$ cat src/rtl/keypad_scan_if.sv
// keypad_scan_if: bundles the keypad matrix lines and the key event outputs.
//   key_col   column sense lines, active-low, driven by the board side
//   key_row   active-low one-hot row drive from the scanner
//   key_code  last accepted key code (row*4 + col)
//   key_valid one-cycle pulse when key_code updates
//   key_held  high from accept until debounced release
interface keypad_scan_if;
    logic [3:0] key_col;
    logic [3:0] key_row;
    logic [3:0] key_code;
    logic       key_valid;
    logic       key_held;
    modport master (input key_col, output key_row, key_code, key_valid, key_held);
    modport slave (output key_col, input key_row, key_code, key_valid, key_held);
endinterface

$ cat src/rtl/keypad_scan.sv
// keypad_scan: 4x4 key matrix row scanner with frame-based debounce.
//   clk  system clock
//   rst  synchronous active-low reset
//   kp   keypad_scan_if.master: key_col in; key_row, key_code, key_valid, key_held out
module keypad_scan #(
    parameter int SCAN_DIV = 1000,
    parameter int DEBOUNCE = 3
) (
    input logic          clk,
    input logic          rst,
    keypad_scan_if.master kp
);
    localparam int CW = $clog2(SCAN_DIV);
    localparam logic [CW-1:0] LAST = CW'(SCAN_DIV - 1);
    localparam logic [3:0] DB = 4'(DEBOUNCE);

    typedef enum logic [1:0] {IDLE, CONFIRM, PRESSED, RELEASE} state_t;

    state_t        state, state_n;
    logic [CW-1:0] cnt;
    logic [1:0]    row_idx, acc_n, tot_n, col;
    logic [3:0]    acc_code, code, pressed, cand, cand_n, match, match_n, code_r;
    logic [2:0]    sum;
    logic          last, fe, one, none, accept, release_done, valid_r, held_r;

    // Fold the current row's sample into the running frame result.
    always_comb begin
        pressed = ~kp.key_col;
        sum = 3'(acc_n) + 3'(pressed[0]) + 3'(pressed[1]) + 3'(pressed[2]) + 3'(pressed[3]);
        tot_n = sum >= 3'd2 ? 2'd2 : sum[1:0];
        col = pressed[0] ? 2'd0 : pressed[1] ? 2'd1 : pressed[2] ? 2'd2 : 2'd3;
        code = acc_n == 2'd0 ? {row_idx, col} : acc_code;
        last = cnt == LAST;
        fe = last && row_idx == 2'd3;
        one = tot_n == 2'd1;
        none = tot_n == 2'd0;
    end

    always_ff @(posedge clk) begin
        if (!rst) begin
            cnt <= '0;
            row_idx <= 2'd0;
            acc_n <= 2'd0;
            acc_code <= 4'd0;
        end else begin
            cnt <= last ? '0 : cnt + CW'(1);
            if (last) begin
                row_idx <= row_idx + 2'd1;
                acc_n <= fe ? 2'd0 : tot_n;
                acc_code <= fe ? 4'd0 : code;
            end
        end
    end

    always_ff @(posedge clk) begin
        if (!rst) begin
            state <= IDLE;
            cand <= 4'd0;
            match <= 4'd0;
            code_r <= 4'd0;
            valid_r <= 1'b0;
            held_r <= 1'b0;
        end else begin
            state <= state_n;
            cand <= cand_n;
            match <= match_n;
            code_r <= accept ? cand_n : code_r;
            valid_r <= accept;
            held_r <= accept ? 1'b1 : release_done ? 1'b0 : held_r;
        end
    end

    // The debounce FSM only advances on the frame-end edge.
    always_comb begin
        state_n = state;
        cand_n = cand;
        match_n = match;
        accept = 1'b0;
        release_done = 1'b0;
        if (fe) begin
            case (state)
                IDLE: if (one) begin
                    cand_n = code;
                    match_n = 4'd1;
                    accept = DB == 4'd1;
                    state_n = DB == 4'd1 ? PRESSED : CONFIRM;
                end
                CONFIRM: if (one && code == cand) begin
                    match_n = match + 4'd1;
                    accept = match_n == DB;
                    state_n = match_n == DB ? PRESSED : CONFIRM;
                end else if (one) begin
                    cand_n = code;
                    match_n = 4'd1;
                end else begin
                    state_n = IDLE;
                end
                PRESSED: if (none) begin
                    match_n = 4'd1;
                    release_done = DB == 4'd1;
                    state_n = DB == 4'd1 ? IDLE : RELEASE;
                end
                RELEASE: if (none) begin
                    match_n = match + 4'd1;
                    release_done = match_n == DB;
                    state_n = match_n == DB ? IDLE : RELEASE;
                end else begin
                    state_n = PRESSED;
                end
            endcase
        end
    end

    always_comb begin
        kp.key_row = ~(4'b0001 << row_idx);
        kp.key_code = code_r;
        kp.key_valid = valid_r;
        kp.key_held = held_r;
    end
endmodule
$ cat src/flat_wrapper.sv
// flat-port wrapper written by rule: the top's interface ports become plain ports
module keypad_scan_flat 
#(
    parameter int SCAN_DIV = 1000,
    parameter int DEBOUNCE = 3
)
  (clk, rst, kp_key_col, kp_key_row, kp_key_code, kp_key_valid, kp_key_held);
  keypad_scan_if kp_i ();
  input logic clk;
  input logic rst;
  input wire logic [$bits(kp_i.key_col)-1:0] kp_key_col;
  output wire logic [$bits(kp_i.key_row)-1:0] kp_key_row;
  output wire logic [$bits(kp_i.key_code)-1:0] kp_key_code;
  output wire logic [$bits(kp_i.key_valid)-1:0] kp_key_valid;
  output wire logic [$bits(kp_i.key_held)-1:0] kp_key_held;
  assign kp_i.key_col = kp_key_col;
  assign kp_key_row = kp_i.key_row;
  assign kp_key_code = kp_i.key_code;
  assign kp_key_valid = kp_i.key_valid;
  assign kp_key_held = kp_i.key_held;
  keypad_scan #(.SCAN_DIV(SCAN_DIV), .DEBOUNCE(DEBOUNCE)) u_core (.clk(clk), .rst(rst), .kp(kp_i));
endmodule
$ cat config.mk
export PLATFORM = sky130hd
export DESIGN_NAME = keypad_scan_flat
export DESIGN_NICKNAME = d
export VERILOG_FILES = /design/src/rtl/keypad_scan_if.sv /design/src/rtl/keypad_scan.sv /design/src/flat_wrapper.sv
export SDC_FILE = /design/constraint.sdc
export NUM_CORES = 1
export LEC_CHECK = 0
export CORE_ASPECT_RATIO = 0.5
export CORE_MARGIN = 8
export CORE_UTILIZATION = 50
export CTS_CLUSTER_SIZE = 14
export DETAILED_ROUTE_END_ITERATION = 16
export GPL_ROUTABILITY_DRIVEN = 0
export GPL_TIMING_DRIVEN = 0
export PLACE_DENSITY = 0.7
export SYNTH_ARGS = -nofsm -noshare
export SYNTH_HDL_FRONTEND = slang
export SYNTH_SLANG_ARGS = --single-unit
$ cat constraint.sdc
create_clock -name clk -period 4.15 [get_ports clk]
set_input_delay 0.83 -clock clk [delete_from_list [all_inputs] [get_ports clk]]
set_output_delay 0.83 -clock clk [all_outputs]
set_load 0.01 [all_outputs]
==> results by group <==
Worst setup path
  • Worst Reg-to-Reg Cells: 10
  • Worst setup SP type: primary input
  • CP Data Arrival Time: between 4 and 5 ns
  • Worst-path fanout max: 5
  • CP Capture Type: register
  • CP Class: in -> reg
  • R2R Path Start: u_core.acc_n[0]
  • RR Endpoint: u_core.match[2]
  • R2r setup slk: 1.42 ns
  • Crit path from: kp_key_col[0]
  • Worst Setup EP: u_core.match[2]
  • Worst path required time: 4.38 ns

Layout
  • Register area: roughly 680 um^2
  • P&R area growth vs syn: 19.2%
  • # diodes: 0
  • Util after Layout: 60.7%
  • Fillers: 343
  • Final nets: 268
  • Area of the multi-input gates: 1210 um^2
  • Fraction of layout cells with a size suffix above 1: 8.33%

Synth
  • Post-synth top cells: dfxtp_1, nor2_1, nand2_1
  • Post-synth EDFFs: 0
  • Mapped cell area: 1940 um^2
  • Synth Area per Inst: 8.45 um^2
  • Synth area leader: dfxtp_1
  • Synthesized net count: ~250
  • Synth warn: 0
  • Top_reg_cell synth: dfxtp_1
  • Count leader, synth: dfxtp_1
  • Ys async rst share: 0%
  • Top cells by area, synth: dfxtp_1, nor2_1, ha_1, xnor2_1, nand3_1
  • Library cells used by synthesis: 56
  • Sequential area share after synthesis: 35.2%
  • #FFs+latches synth: 34
  • Yosys top cell area share: a little over a third
  • Synth Instances: about 230

STA
  • Max-slew violations: 0
  • RSZ-0062 raised after global routing: false
  • Max Clk Rate: roughly 250 MHz
  • Slew @ Worst Pin: 0.536 ns
  • Final setup vio count: 0
  • Skew final: 0.00981 ns
  • Hold violation total from the final report: 0
  • Final worst path period share: 96.1%
  • Slew HR: 64.3%
  • Final Critical Period: 3.99 ns

Floorplanning
  • I/O Pins: 16
  • Core area: 3800 um^2
  • Initial core utilization: 50.9%
  • Row count: 16
  • Die ar.: 6240 um^2
  • Die height: 60.0 um
  • Die X: around 100 um

Clock tree
  • Post-CTS Setup Repair Bufs: 0
  • H-tree depth: 2
  • Reg clk slew, reported paths: 0.07 ns
  • Clock Tree Root: clkbuf_8
  • Maximum clock path buffer count: 2
  • CTS sink cnt: 34
  • CTS buffer count: 5
  • Clk Latency, worst-skew pair: 0.29 ns
  • CTS tree: yes

Hold path
  • Hold Path Class: reg -> reg

GRT
  • Total grt overflow: 0
  • First-pass GRT wire length: just under 8 mm
  • Initial antenna violation count: 0
  • GRT Overall Usage: 15.3%
  • Vias in the first global route: 1611
  • Largest net degree at the start of global routing: 12

Drt
  • Initial DRC count: approximately 100
  • Routed WL: 4.40 mm
  • Final routed DRC violation total: 0
  • Via count: 1675
  • Wire per inst: 14.4 um
  • Drt first pass iters: 4
  • Vias per cell: 5.47
  • Post-route ant nets: 0

Pwr
  • Pwr Density: roughly 300 nW/um^2
  • Maximum VDD drop: 171 uV
  • Total power draw: 0.699 mW
  • Pleak: 0.792 nW

Placement
  • I/O Buffers: 15
  • Post-DP HPWL: roughly 3.3 mm

Outcome
  • Outcome: finished clean

Job
  • Maxcap violations: 0
-- metal layers --
layer | global-route usage, % | vias up | wire length (um)
li1 | - | 846 | -
met1 | 19.6 | 807 | 2250
met2 | 24.5 | 15 | 1960
met3 | 4.52 | 7 | 146
met4 | 4.89 | 0 | 46
met5 | 0 | - | 0
-- flip-flops by register name, indices dropped and copies added (netlist names) --
name / cells
u_core.acc_code: 4
u_core.acc_n: 2
u_core.cand: 4
u_core.cnt: 10
u_core.kp.key_code: 4
u_core.kp.key_held: 1
u_core.kp.key_valid: 1
u_core.match: 4
u_core.row_idx: 2
u_core.state: 2
-- worst min path at each step --
stage	start	endpoint	cells past startpoint
6_report	u_core.cnt[0]	u_core.cnt[0]	1
4_1_cts	u_core.cnt[0]	u_core.cnt[0]	1
2_1_floorplan	u_core.cnt[0]	u_core.cnt[0]	1
5_1_grt	u_core.cnt[0]	u_core.cnt[0]	1
3_5_place_dp	u_core.cnt[0]	u_core.cnt[0]	1
3_3_place_gp	u_core.cnt[0]	u_core.cnt[0]	1
-- per-stage QoR --
step,hold slack (ns),area (um^2),setup slack (ns),TNS (ns),instances
2_1_floorplan,0.418,1940,0.591,0,229
5_1_grt,0.470,2310,0.0113,0,306
4_1_cts,0.459,2270,0.0126,0,306
6_report,0.461,2310,0.160,0,306
3_3_place_gp,0.438,2150,-0.304,-2.03,298
3_5_place_dp,0.443,2150,-0.374,-3.34,298
-- power breakdown --
group / switching (mW) / leakage, nW / internal (mW)
Combinational: 0.0356 / 0.460 / 0.0254
Sequential: 0.00240 / 0.274 / 0.328
Clock: 0.131 / 0.0579 / 0.177
-- critical path, stage by stage --
cell and delay [ns]:
clkdlybuf4s50_1 0.55, inv_1 0.10, fa_1 0.54, inv_1 0.05, fa_1 0.36, inv_1 0.08
fa_2 0.49, nor3_4 0.20, o31a_1 0.21, o211a_4 0.20, nand3_2 0.14, o31ai_4 0.27
a41o_1 0.20
-- what timing repair did --
action	CTS	global route
pin swaps	0	2
hold buffers	0	0
setup endpoints to repair	1	9
resized for setup	2	6
-- placed cells by master, fill, tap and decap left out, drive strengths merged, types with 2 or more instances in the layout --
master / instances
dfxtp: 34
nor2: 32
nand2: 20
inv: 18
clkdlybuf4s50: 15
nand3: 15
clkbuf: 10
xnor2: 9
a21oi: 9
o21ai: 9
ha: 8
nor3: 8
xor2: 6
a311oi: 4
nor4: 4
a22oi: 3
a31oi: 3
fa: 3
nand2b: 2
nor3b: 2
nor2b: 2
a211oi: 2
and3: 2
clkinv: 2
or2: 2
a21boi: 2
-- cells by family (layout without fill, tap and decap cells) --
logic type / after synthesis / count (layout) / share of synthesized area [%]
simple gates: 97 / 97 / 25.8
compound gates: 47 / 47 / 18.7
flops: 34 / 34 / 35.2
buf+inv: 24 / 47 / 4.72
xor+xnor: 15 / 15 / 6.79
fa+ha+maj: 11 / 11 / 8.27
mux: 1 / 1 / 0.517
-- area by class of cell --
class	count	share of cell area [%]
Sequential cell	34	29.5
Multi-Input combinational cell	171	52.4
Timing Repair Buffer	15	6.51
Clock inverter	3	1.74
Inverter	18	2.93
Buffer	6	1.03
Clock buffer	5	2.98
Tap cell	54	2.93
No activity file was read; power rests on OpenSTA's default activity.
